### src/rtl/blink_dec_pkg.sv
// Shared types and constants for the blink period decoder.
//   state_e       decoder FSM states
//   SYNC_STAGES   synchronizer depth on blink_in
//   FILT_LEN      consecutive cycles a new level must persist when the glitch filter is built in
//   onehot_index  8-bit value -> {valid, bit index}; valid only for exactly one bit set
package blink_dec_pkg;

  typedef enum logic [1:0] {
    StIdle,
    StMeasure,
    StLocked
  } state_e;

  localparam int unsigned SYNC_STAGES = 2;
  localparam int unsigned FILT_LEN    = 3;

  function automatic logic [3:0] onehot_index(input logic [7:0] v);
    logic [3:0] r;
    r = '0;
    if (v != 8'd0 && (v & (v - 8'd1)) == 8'd0) begin
      r[3] = 1'b1;
      for (int i = 0; i < 8; i++) begin
        if (v[i]) r[2:0] = 3'(i);
      end
    end
    return r;
  endfunction

endpackage

### src/rtl/blink_edge_detect.sv
// Input conditioning for the blink decoder: synchronizer, optional glitch filter, level
// register and a single-cycle edge pulse.
//   clk, rst    clock, asynchronous active-high reset
//   blink_in    raw asynchronous blink waveform
//   level       conditioned input level
//   edge_pulse  high for one cycle when level is about to change
// Build option: BLINK_DEC_GLITCH_FILTER_EN makes the level follow the synchronized input only
// after it has differed for FILT_LEN consecutive cycles.
module blink_edge_detect
  import blink_dec_pkg::*;
(
  input  logic clk,
  input  logic rst,
  input  logic blink_in,
  output logic level,
  output logic edge_pulse
);

  logic [SYNC_STAGES-1:0] sync_q;
  logic                   sync_out;
  logic                   level_q;

  assign sync_out = sync_q[SYNC_STAGES-1];
  assign level    = level_q;

  always_ff @(posedge clk or posedge rst) begin
    if (rst) begin
      sync_q <= '0;
    end else begin
      sync_q <= {sync_q[SYNC_STAGES-2:0], blink_in};
    end
  end

`ifdef BLINK_DEC_GLITCH_FILTER_EN
  localparam int unsigned FiltW = $clog2(FILT_LEN);

  logic [FiltW-1:0] filt_cnt_q, filt_cnt_d;
  logic             differ;

  always_comb begin
    differ     = sync_out != level_q;
    // filt_cnt_q counts prior differing cycles; this cycle is the FILT_LEN-th
    edge_pulse = differ && (filt_cnt_q == FiltW'(FILT_LEN - 1));
    filt_cnt_d = (differ && !edge_pulse) ? filt_cnt_q + 1'b1 : '0;
  end

  always_ff @(posedge clk or posedge rst) begin
    if (rst) begin
      filt_cnt_q <= '0;
      level_q    <= 1'b0;
    end else begin
      filt_cnt_q <= filt_cnt_d;
      if (edge_pulse) level_q <= sync_out;
    end
  end
`else
  always_comb begin
    edge_pulse = sync_out != level_q;
  end

  always_ff @(posedge clk or posedge rst) begin
    if (rst) begin
      level_q <= 1'b0;
    end else begin
      level_q <= sync_out;
    end
  end
`endif

endmodule

### src/rtl/blink_period_decoder.sv
// Receive side of the programmable blinker: measures each blink phase in count_en ticks,
// declares lock after LOCK_CNT equal captures and decodes the shifter position of the period.
//   clk, rst     clock, asynchronous active-high reset
//   blink_in     blink waveform (asynchronous)
//   count_en     tick enable
//   half_period  last captured phase length in ticks
//   meas_valid   one-cycle pulse when half_period updates
//   locked       LOCK_CNT consecutive equal captures
//   shift_pos    bit index of one-hot (half_period - LOAD_OFFSET)
//   pos_valid    (half_period - LOAD_OFFSET) is one-hot within 8 bits
//   timeout      one-cycle pulse when no edge arrives before the counter saturates
//   blink_level  conditioned input level
// Build option: BLINK_DEC_GLITCH_FILTER_EN enables the input glitch filter.
module blink_period_decoder
  import blink_dec_pkg::*;
#(
  parameter int unsigned CNT_W       = 10,
  parameter int unsigned LOAD_OFFSET = 1,
  parameter int unsigned LOCK_CNT    = 2
) (
  input  logic             clk,
  input  logic             rst,
  input  logic             blink_in,
  input  logic             count_en,
  output logic [CNT_W-1:0] half_period,
  output logic             meas_valid,
  output logic             locked,
  output logic [2:0]       shift_pos,
  output logic             pos_valid,
  output logic             timeout,
  output logic             blink_level
);

  localparam logic [CNT_W-1:0] CntMax = {CNT_W{1'b1}};

  state_e           state_q, state_d;
  logic [CNT_W-1:0] cnt_q, cnt_d;
  logic [CNT_W-1:0] half_q, half_d;
  logic [2:0]       match_q, match_d;
  logic             meas_q, meas_d;
  logic             tout_q, tout_d;
  logic             pos_valid_q, pos_valid_d;
  logic [2:0]       shift_q, shift_d;
  logic             edge_pulse;
  logic             cnt_sat;
  logic [31:0]      dec_val;
  logic [3:0]       oh;

  blink_edge_detect u_edge (
    .clk        (clk),
    .rst        (rst),
    .blink_in   (blink_in),
    .level      (blink_level),
    .edge_pulse (edge_pulse)
  );

  assign cnt_sat = cnt_q == CntMax;

  // Tick counter restarts on every edge, counting the edge cycle itself when enabled.
  always_comb begin
    cnt_d = cnt_q;
    if (edge_pulse) begin
      cnt_d = count_en ? CNT_W'(1) : '0;
    end else if (count_en && !cnt_sat) begin
      cnt_d = cnt_q + 1'b1;
    end
  end

  always_comb begin
    state_d = state_q;
    half_d  = half_q;
    match_d = match_q;
    meas_d  = 1'b0;
    tout_d  = 1'b0;
    case (state_q)
      StIdle: begin
        // First edge only establishes phase alignment.
        if (edge_pulse) state_d = StMeasure;
      end
      StMeasure, StLocked: begin
        // An edge takes priority over saturation so the saturated length is still captured.
        if (edge_pulse) begin
          half_d = cnt_q;
          meas_d = 1'b1;
          if (cnt_q == half_q) begin
            match_d = (match_q == 3'd7) ? match_q : match_q + 3'd1;
          end else begin
            match_d = 3'd1;
          end
          state_d = (32'(match_d) >= LOCK_CNT) ? StLocked : StMeasure;
        end else if (cnt_sat) begin
          tout_d  = 1'b1;
          state_d = StIdle;
          half_d  = '0;
          match_d = '0;
        end
      end
      default: state_d = StIdle;
    endcase
  end

  // Decode from the next half_period so the result is registered alongside it.
  always_comb begin
    dec_val = 32'(half_d) - 32'(LOAD_OFFSET);
    oh      = '0;
    if (32'(half_d) >= LOAD_OFFSET && dec_val < 32'd256) begin
      oh = onehot_index(dec_val[7:0]);
    end
    pos_valid_d = oh[3];
    shift_d     = oh[3] ? oh[2:0] : 3'd0;
  end

  always_ff @(posedge clk or posedge rst) begin
    if (rst) begin
      state_q     <= StIdle;
      cnt_q       <= '0;
      half_q      <= '0;
      match_q     <= '0;
      meas_q      <= 1'b0;
      tout_q      <= 1'b0;
      pos_valid_q <= 1'b0;
      shift_q     <= '0;
    end else begin
      state_q     <= state_d;
      cnt_q       <= cnt_d;
      half_q      <= half_d;
      match_q     <= match_d;
      meas_q      <= meas_d;
      tout_q      <= tout_d;
      pos_valid_q <= pos_valid_d;
      shift_q     <= shift_d;
    end
  end

  assign half_period = half_q;
  assign meas_valid  = meas_q;
  assign locked      = state_q == StLocked;
  assign shift_pos   = shift_q;
  assign pos_valid   = pos_valid_q;
  assign timeout     = tout_q;

endmodule

### config.mk
export PLATFORM = sky130hd
export DESIGN_NAME = blink_period_decoder
export DESIGN_NICKNAME = d
export VERILOG_FILES = /design/src/rtl/blink_dec_pkg.sv /design/src/rtl/blink_edge_detect.sv /design/src/rtl/blink_period_decoder.sv
export SDC_FILE = /design/constraint.sdc
export NUM_CORES = 1
export LEC_CHECK = 0
export BUFFER_PORTS_ARGS = -buffer_cell sky130_fd_sc_hd__buf_2
export CAP_MARGIN = 10
export CORE_MARGIN = 5
export CORE_UTILIZATION = 28
export CTS_CLUSTER_SIZE = 28
export DETAILED_ROUTE_END_ITERATION = 8
export PLACE_DENSITY = 0.52
export SLEW_MARGIN = 20
export SYNTH_ARGS = -nofsm -noshare
export SYNTH_HDL_FRONTEND = slang
export SYNTH_SLANG_ARGS = --single-unit
export TNS_END_PERCENT = 10
### constraint.sdc
create_clock -name clk -period 5.93 [get_ports clk]
set_input_delay 0.2965 -clock clk [delete_from_list [all_inputs] [get_ports clk]]
set_output_delay 0.2965 -clock clk [all_outputs]
set_load 0.05 [all_outputs]
==> flow_summary.json, run 1 <==
{
  "outcome": "complete, no violations",
  "critical_path_peak_fanout": 15,
  "critical_path.startpoint_type": "flip-flop",
  "drc": 0,
  "cts.sink_count": 34,
  "finalSetupViolCount": 0,
  "synth.yosys.seq_area_share": 0.3883,
  "regArea_um2": 850.8,
  "fin_area_um2": 2460,
  "vdd_drop_max_mv": 0.1296,
  "final_hold_fails": 0,
  "postCtsResizedCells": 0,
  "total_negative_setup_slack_ns": 0,
  "timing.critical_path.slowest_stage_cell": "sky130_fd_sc_hd__nor2_1",
  "reg2reg_from": "state_q[0]",
  "synth_cell_type_count": 53,
  "synth.top_cells.by_area": "sky130_fd_sc_hd__dfrtp_1 (39%), sky130_fd_sc_hd__xnor2_1 (6.0%), sky130_fd_sc_hd__nor2_1 (5.3%)",
  "number_of_enable_flip_flop_cells_after_synthesis": 0,
  "relSlewSlack": 0.4042,
  "setup_repair_after_global_routing_missed_its_margin": "no",
  "clockBufferDepth": 2,
  "area_growth_syn_to_layout_pct": 12.28,
  "htree_num_levels": 2,
  "cts_tree": "done",
  "layout-drive-gt1-share": 0.1818,
  "place.gp.congestion": 0.7993,
  "synthCells": 235,
  "postCtsSetupRepairBufs": 0,
  "place_hpwl_um": 3951,
  "yosys.area.top_type": "sky130_fd_sc_hd__dfrtp_1",
  "post_cts_hold_buffer_count": 0,
  "buffer_ports.inserted": 21,
  "fill_count": 840,
  "gr-total-overflow": 0,
  "largest_incremental_delay_on_the_critical_path_ns": 0.74,
  "synth_area_per_cell_um2": 9.323,
  "rows": 32,
  "path_cells": "inv_1 > ha_1 > inv_1 > nor2_1 > a22oi_1 > ha_1 > inv_1 > xnor2_1 > a2111o_1 > a21o_1 > a2111o_1 > a31oi_2",
  "clock_latency_ns": 0.29,
  "final_core_utilization": 0.3200,
  "ant_nets": 0,
  "synth.top_cell.area_share": 0.3883,
  "power.density_cell_area_nw_per_um2": 469.1,
  "critPathKind": "flip-flop to flip-flop",
  "placedInstanceArea_um2": 2384,
  "cts.reportedPaths.clkPinSlew_ns": 0.07,
  "switchingPower_mw": 0.5587,
  "synthFlopType": "sky130_fd_sc_hd__dfrtp_1",
  "fp.dieArea_um2": 9693,
  "grt_util_all_layers": 0.1146,
  "number_of_vias_after_detailed_routing": 1779,
  "holdWs_ns": 0.09516,
  "dr.first_iter.drc_count": 115,
  "multiInputGateArea_um2": 1236,
  "part_of_the_power_in_registers": 0.262,
  "clkPwrFrac": 0.141,
  "grt_start_max_net_pins": 35,
  "cp_num_buf_inv": 3,
  "tightestPinTransition_ns": 0.8877,
  "share_comb_of_total_power": 0.597,
  "worst_r2r_endpoint": "pos_valid",
  "num_antenna_cells": 0,
  "critPathMostFrequentCell": "sky130_fd_sc_hd__inv_1",
  "netSwitchingFraction": 0.4842,
  "detail_route.vias_per_cell": 5.011,
  "postSynth.asyncResetShare": 1.000,
  "syn_area_um2": 2191,
  "cts_inserted_buffers": 5,
  "yosysWarnings": 0,
  "final.period_utilization": 0.7164,
  "design_power_total_mw": 1.154,
  "leakage_nw": 1.117,
  "endpoint_kind": "flip-flop",
  "count_of_boundary_i_o_pins": 22,
  "nets": 265,
  "worstPathArrival_ns": 4.46,
  "drv_cap": 0,
  "skew_ns": 0.006954,
  "critical_path_required_ns": 6.14,
  "initial_antenna_violation_count": 0,
  "worst_hold_path_type": "input port to asynchronous set/reset pin",
  "timing.critical_path.max_delay_family": "compound AO/OA/AOI/OAI gates",
  "root_buffer": "sky130_fd_sc_hd__clkbuf_8",
  "timing.final.crit_period_ns": 4.248,
  "drtPass1Iterations": 4,
  "via_count_of_the_first_global_routing_pass": 1840,
  "die_w_um": 98.46,
  "max_clock_freq_mhz": 235.4,
  "reg2reg_depth": 12,
  "wirelength_um": 5258,
  "wl_per_cell_um": 14.81,
  "core_area_um2": 7687,
  "pint_mw": 0.5952,
  "die_h_um": 98.46,
  "synth_nets": 247,
  "grt_first_pass_wirelength_um": 9039,
  "drv_slew": 0,
  "floorplan.initialDensity": 0.2850,
  "ys_seq_elements": 34,
  "setup.reg_to_reg.worst_slack_ns": 1.68
}
stage by stage:
| stage | setup WS [ns] | cells |
|---|---|---|
| 6_report | 1.682 | 355 |
| 5_1_grt | 1.422 | 355 |
| 4_1_cts | 1.695 | 355 |
| 3_5_place_dp | 1.713 | 348 |
| 3_3_place_gp | 1.802 | 348 |
| 2_1_floorplan | 2.415 | 235 |
sequential cells by signal, indices dropped and copies added, names as in the netlist:
register and cells:
cnt_q 10, shift_pos 3, match_q 3, state_q 2, u_edge.level 1, pos_valid 1
meas_valid 1, half_period 10, u_edge.sync_q 2, timeout 1
power groups by stage:
stage	Sequential [mW]	Clock, mW	Combinational, mW
6_report	0.302	0.163	0.688
5_1_grt	0.308	0.175	0.756
4_1_cts	0.302	0.167	0.686
3_5_place_dp	0.306	0	0.682
3_3_place_gp	0.306	0	0.682
2_1_floorplan	0.344	0	0.509
cells by family (layout without fill, tap and decap cells):
logic type      Yosys count  after routing  share of synthesized area
compound gates           63             63                     0.2250
xor+xnor                 27             27                     0.1079
fa+ha+maj                 8              8                    0.04569
buf+inv                  24             42                    0.04740
flops                    34             34                     0.3884
mux                       2              2                   0.009709
simple gates             77             77                     0.1759
worst register-to-register path, delay by kind of cell, from the launching register on:
family | cells | cell delay, ns
xor gates and xnor gates | 1 | 0.16
AOI/OAI and AO/OA | 5 | 1.53
DFF | 1 | 0.38
buffers and inverters | 3 | 0.46
and+or+nand+nor | 1 | 0.74
adders and majority gates | 2 | 0.91
cell usage after synthesis (all sizes together) (6+ instances only):
cell / count
dfrtp: 34
nor2: 31
nand2: 17
o21ai: 16
xnor2: 15
xor2: 12
inv: 11
a21oi: 8
a22o: 8
ha: 8
buf: 7
nor3: 7
clkbuf: 6
nand4: 6
layer usage:
metal | global-route usage | vias to the layer above | share of wire
met4 | 0.04727 | 0 | 0.018
met5 | 0 | - | 0
li1 | - | 867 | -
met2 | 0.1752 | 56 | 0.46
met1 | 0.1559 | 844 | 0.46
met3 | 0.02689 | 12 | 0.063
how the worst max path moves through the flow:
stage | endpoint | cells after the start | from
3_5_place_dp | pos_valid | 12 | state_q[0]
5_1_grt | pos_valid | 12 | state_q[0]
4_1_cts | pos_valid | 12 | state_q[0]
6_report | pos_valid | 12 | state_q[0]
3_3_place_gp | pos_valid | 12 | state_q[0]
2_1_floorplan | pos_valid | 12 | u_edge.level
layout by cell type (no fill, tap or decap), drive strengths merged, types with 2 or more instances in the layout:
cell / instances
buf: 24
nand4: 6
nand2: 17
o21ai: 16
o22ai: 3
xor2: 12
nor3: 7
or3: 2
a21oi: 8
a211oi: 2
nand3: 5
xnor2: 15
o221ai: 3
o2bb2ai: 2
a22o: 8
and3: 3
ha: 8
and2: 3
a2111o: 2
inv: 11
clkbuf: 7
o2111ai: 2
a21o: 5
dfrtp: 34
nor2: 31
nor4: 2
final cells by class:
type / instances / share of cell area
inverters: 11 / 0.01679
clock buffers: 7 / 0.03103
flip-flops and latches: 34 / 0.3459
well taps: 102 / 0.05188
multi-input cells: 177 / 0.5025
repair buffers: 24 / 0.05188
No activity file was read; power rests on OpenSTA's default activity.
==> inputs of run 2 (changes only) <==
- clock period: 5.93 -> 4.2 ns (I/O delays scaled with it)
==> flow_summary.json, run 2 (same netlist as run 1, synthesis figures left out) <==
{
  "outcome": "complete, no violations",
  "wirelength_um": 5468,
  "worst_r2r_endpoint": "pos_valid",
  "grt_util_all_layers": 0.1207,
  "num_antenna_cells": 0,
  "timing.final.crit_period_ns": 3.670,
  "reg2reg_depth": 13,
  "setup.reg_to_reg.worst_slack_ns": 0.53,
  "final_hold_fails": 0,
  "place.gp.congestion": 0.8816,
  "total_negative_setup_slack_ns": 0,
  "holdWs_ns": 0.002438,
  "reg2reg_from": "cnt_q[0]",
  "wl_per_cell_um": 15.15,
  "critical_path.startpoint_type": "flip-flop",
  "critPathKind": "flip-flop to flip-flop",
  "switchingPower_mw": 0.7982,
  "htree_num_levels": 2,
  "worst_hold_path_type": "input port to asynchronous set/reset pin",
  "max_clock_freq_mhz": 272.5,
  "cts_tree": "done",
  "power.density_cell_area_nw_per_um2": 667.8,
  "floorplan.initialDensity": 0.2850,
  "drv_slew": 0,
  "tightestPinTransition_ns": 0.4892,
  "most-common-layout-cells": "sky130_fd_sc_hd__dfrtp_1 (34), sky130_fd_sc_hd__nor2_1 (31), sky130_fd_sc_hd__buf_2 (21)",
  "finalSetupViolCount": 0,
  "nets": 270,
  "final.period_utilization": 0.8738,
  "worstPathArrival_ns": 3.89,
  "placedInstanceArea_um2": 2421,
  "cts.reportedPaths.clkPinSlew_ns": 0.08,
  "post_cts_hold_buffer_count": 0,
  "relSlewSlack": 0.6715,
  "leakage_nw": 1.153,
  "cts_inserted_buffers": 5,
  "endpoint_kind": "flip-flop",
  "drtPass1Iterations": 4,
  "postCtsResizedCells": 0,
  "share_comb_of_total_power": 0.594,
  "skew_ns": 0.01078,
  "vdd_drop_max_mv": 0.1576,
  "pint_mw": 0.8795,
  "count_of_boundary_i_o_pins": 22,
  "grt_start_max_net_pins": 35,
  "layout-drive-gt1-share": 0.2046,
  "via_count_of_the_first_global_routing_pass": 1892,
  "number_of_vias_after_detailed_routing": 1804,
  "fp.dieArea_um2": 9693,
  "cts.sink_count": 34,
  "rows": 32,
  "netSwitchingFraction": 0.4758,
  "die_h_um": 98.46,
  "detail_route.vias_per_cell": 4.997,
  "drv_cap": 0,
  "place_hpwl_um": 4033,
  "area_growth_syn_to_layout_pct": 14.68,
  "postCtsSetupRepairBufs": 0,
  "clockBufferDepth": 2,
  "setup_repair_after_global_routing_missed_its_margin": "no",
  "grt_first_pass_wirelength_um": 9466,
  "initial_antenna_violation_count": 0,
  "core_area_um2": 7687,
  "layout_commonest_cell": "sky130_fd_sc_hd__dfrtp_1",
  "drc": 0,
  "die_w_um": 98.46,
  "ant_nets": 0,
  "part_of_the_power_in_registers": 0.255,
  "clkPwrFrac": 0.151,
  "fin_area_um2": 2512,
  "critical_path_peak_fanout": 7,
  "dr.first_iter.drc_count": 74,
  "clock_latency_ns": 0.30,
  "root_buffer": "sky130_fd_sc_hd__clkbuf_8",
  "buffer_ports.inserted": 21,
  "critical_path_required_ns": 4.42,
  "gr-total-overflow": 0
}
[run 2: power groups by stage]
stage	combinational, mW	sequential, mW	clock [mW]
after detailed placement	0.994	0.432	0
after CTS	0.998	0.427	0.265
after global placement	0.999	0.432	0
after floorplan	0.719	0.485	0
after global routing	1.11	0.436	0.277
final	0.996	0.428	0.254
[run 2: metal layers]
layer  GRT usage  wire length (µm)
met2      0.1898              2498
met4     0.05042               125
met5           0                 0
met1      0.1612              2600
met3     0.02548               243
[run 2: worst max path at each step]
stage                  from   endpoint  slack, ns  depth (start not counted)
5_1_grt            cnt_q[0]  pos_valid       0.24                         13
3_5_place_dp       cnt_q[0]  pos_valid       0.57                         13
2_1_floorplan  u_edge.level  pos_valid       0.69                         12
6_report           cnt_q[0]  pos_valid       0.53                         13
3_3_place_gp       cnt_q[1]  pos_valid       0.68                         13
4_1_cts            cnt_q[0]  pos_valid       0.54                         13
[run 2: final cells by class]
class | count | area [µm²]
fill | 841 | 5175
multi-input combinational | 177 | 1236
sequential | 34 | 850.8
timing repair buffer | 29 | 165.2
tap | 102 | 127.6
clock buffer | 7 | 86.33
inverter | 11 | 41.29
clock inverter | 1 | 5.005
[run 2: per-stage QoR]
step	setup WS, ns	cells	util	power (mW)
after floorplan	0.6852	235	-	1.204
final	0.5302	361	0.3268	1.678
after CTS	0.5435	361	0.3268	1.690
after detailed placement	0.5709	353	0.3149	1.426
after global placement	0.6816	353	0.3149	1.432
after global routing	0.2401	361	0.3268	1.820
[run 2: worst max-delay path: stages (launching register included)]
cell and delay, ns:
sky130_fd_sc_hd__dfrtp_1 0.47, sky130_fd_sc_hd__ha_1 0.29, sky130_fd_sc_hd__nand3_2 0.13, sky130_fd_sc_hd__nor3_2 0.32, sky130_fd_sc_hd__o21ai_1 0.19, sky130_fd_sc_hd__a22oi_1 0.32, sky130_fd_sc_hd__ha_1 0.27, sky130_fd_sc_hd__o221ai_1 0.15
sky130_fd_sc_hd__o32ai_1 0.29, sky130_fd_sc_hd__o21bai_1 0.17, sky130_fd_sc_hd__nor4_1 0.31, sky130_fd_sc_hd__nor2_1 0.07, sky130_fd_sc_hd__a2111o_1 0.46, sky130_fd_sc_hd__a31oi_2 0.16
==> inputs of run 3 (changes only) <==
- REMOVE_ABC_BUFFERS: default -> 1
- SKIP_LAST_GASP: default -> 1
==> flow_summary.json, run 3 (same netlist as run 1, synthesis figures left out) <==
{
  "outcome": "complete, no violations",
  "setup_repair_after_global_routing_missed_its_margin": "no",
  "postCtsResizedCells": 0,
  "placedInstanceArea_um2": 2414,
  "cts.reportedPaths.clkPinSlew_ns": 0.07,
  "setup.worst_path.end": "pos_valid",
  "critPathKind": "flip-flop to flip-flop",
  "drv_slew": 0,
  "final_hold_fails": 0,
  "wirelength_um": 5386,
  "worstSetupStartpoint": "state_q[1]",
  "timing.final.crit_period_ns": 3.652,
  "detail_route.vias_per_cell": 5.014,
  "post_cts_hold_buffer_count": 0,
  "ant_nets": 0,
  "layout-drive-gt1-share": 0.2016,
  "die_h_um": 98.46,
  "most-common-layout-cells": "sky130_fd_sc_hd__dfrtp_1 (34), sky130_fd_sc_hd__nor2_1 (31), sky130_fd_sc_hd__buf_2 (21)",
  "drtPass1Iterations": 4,
  "layout_commonest_cell": "sky130_fd_sc_hd__dfrtp_1",
  "skew_ns": 0.004622,
  "htree_num_levels": 2,
  "critical_path_peak_fanout": 15,
  "clockBufferDepth": 2,
  "grt_first_pass_wirelength_um": 9239,
  "area_growth_syn_to_layout_pct": 14.33,
  "grt_util_all_layers": 0.1188,
  "total_negative_setup_slack_ns": 0,
  "multiInputGateArea_um2": 1236,
  "finalSetupViolCount": 0,
  "endpoint_kind": "flip-flop",
  "worst_r2r_endpoint": "pos_valid",
  "buffer_ports.inserted": 21,
  "vdd_drop_max_mv": 0.4833,
  "postCtsSetupRepairBufs": 0,
  "floorplan.initialDensity": 0.2850,
  "reg2reg_depth": 14,
  "grt_start_max_net_pins": 35,
  "final.period_utilization": 0.8696,
  "count_of_boundary_i_o_pins": 22,
  "worstPathArrival_ns": 3.86,
  "cts.sink_count": 34,
  "rows": 32,
  "place_hpwl_um": 4006,
  "setup.reg_to_reg.worst_slack_ns": 0.55,
  "wl_per_cell_um": 14.96,
  "number_of_vias_after_detailed_routing": 1805,
  "nets": 269,
  "fin_area_um2": 2505,
  "drc": 0,
  "regArea_um2": 850.8,
  "fp.dieArea_um2": 9693,
  "tightestPinTransition_ns": 0.4980,
  "root_buffer": "sky130_fd_sc_hd__clkbuf_8",
  "fill_count": 842,
  "via_count_of_the_first_global_routing_pass": 1709,
  "gr-total-overflow": 0,
  "max_clock_freq_mhz": 273.8,
  "initial_antenna_violation_count": 0,
  "power.density_cell_area_nw_per_um2": 671.8,
  "dr.first_iter.drc_count": 91,
  "worst_hold_path_type": "input port to asynchronous set/reset pin",
  "reg2reg_from": "state_q[1]",
  "cts_tree": "done",
  "critical_path_required_ns": 4.41,
  "cts_inserted_buffers": 5,
  "die_w_um": 98.46,
  "core_area_um2": 7687,
  "place.gp.congestion": 0.8239,
  "num_antenna_cells": 0,
  "drv_cap": 0,
  "clock_latency_ns": 0.29,
  "relSlewSlack": 0.6650,
  "leakage_nw": 1.147,
  "critical_path.startpoint_type": "flip-flop"
}
-- run 3: cell count changes in the layout (fill, tap and decap cells not counted), sizes merged --
| cell | before | now |
|---|---|---|
| buf | 29 | 28 |
-- run 3: layout make-up --
type,count,area share
Clock inverter,1,0.001998
Clock buffer,7,0.03447
Tap cell,102,0.05095
Inverter,11,0.01648
Timing Repair Buffer,28,0.06294
Multi-Input combinational cell,177,0.4935
Sequential cell,34,0.3397
-- run 3: layer usage --
metal,track usage,share of wire
met1,0.1711,0.49
met4,0.03466,0.013
met3,0.03114,0.048
met2,0.1752,0.45
met5,0,0
-- run 3: how the worst min path moves through the flow --
stage,start,to,depth (start not counted)
final,rst,state_q[1],3
after global routing,blink_in,u_edge.sync_q[0],1
after CTS,blink_in,u_edge.sync_q[0],1
after detailed placement,blink_in,u_edge.sync_q[0],1
after global placement,blink_in,u_edge.sync_q[0],1
after floorplan,blink_in,u_edge.sync_q[0],0
-- run 3: critical path, stage by stage (launching register included) --
cell,delay [ns]
sky130_fd_sc_hd__dfrtp_1,0.40
sky130_fd_sc_hd__inv_1,0.06
sky130_fd_sc_hd__ha_1,0.46
sky130_fd_sc_hd__inv_1,0.35
sky130_fd_sc_hd__nor2_1,0.11
sky130_fd_sc_hd__a22oi_1,0.19
sky130_fd_sc_hd__buf_4,0.16
sky130_fd_sc_hd__ha_1,0.19
sky130_fd_sc_hd__o221ai_1,0.17
sky130_fd_sc_hd__o32ai_1,0.33
sky130_fd_sc_hd__o21bai_1,0.17
sky130_fd_sc_hd__nor4_1,0.29
sky130_fd_sc_hd__nor2_1,0.07
sky130_fd_sc_hd__a2111o_1,0.46
sky130_fd_sc_hd__a31oi_2,0.16
-- run 3: through the flow --
step | hold slack (ns) | std cells | setup slack (ns) | power, mW | util
2_1_floorplan | 0.2414 | 222 | 0.2696 | 1.188 | -
3_3_place_gp | 0.3179 | 352 | 0.5907 | 1.428 | 0.3140
3_5_place_dp | 0.3209 | 352 | 0.5666 | 1.422 | 0.3140
4_1_cts | 0.01347 | 360 | 0.5416 | 1.689 | 0.3258
5_1_grt | 0.01140 | 360 | 0.1474 | 1.827 | 0.3258
6_report | 0.006854 | 360 | 0.5477 | 1.683 | 0.3258
-- run 3: power breakdown --
part	switching, mW	internal [mW]
Combinational	0.636	0.369
Clock	0.119	0.132
Sequential	0.0521	0.374
Total	0.807	0.876
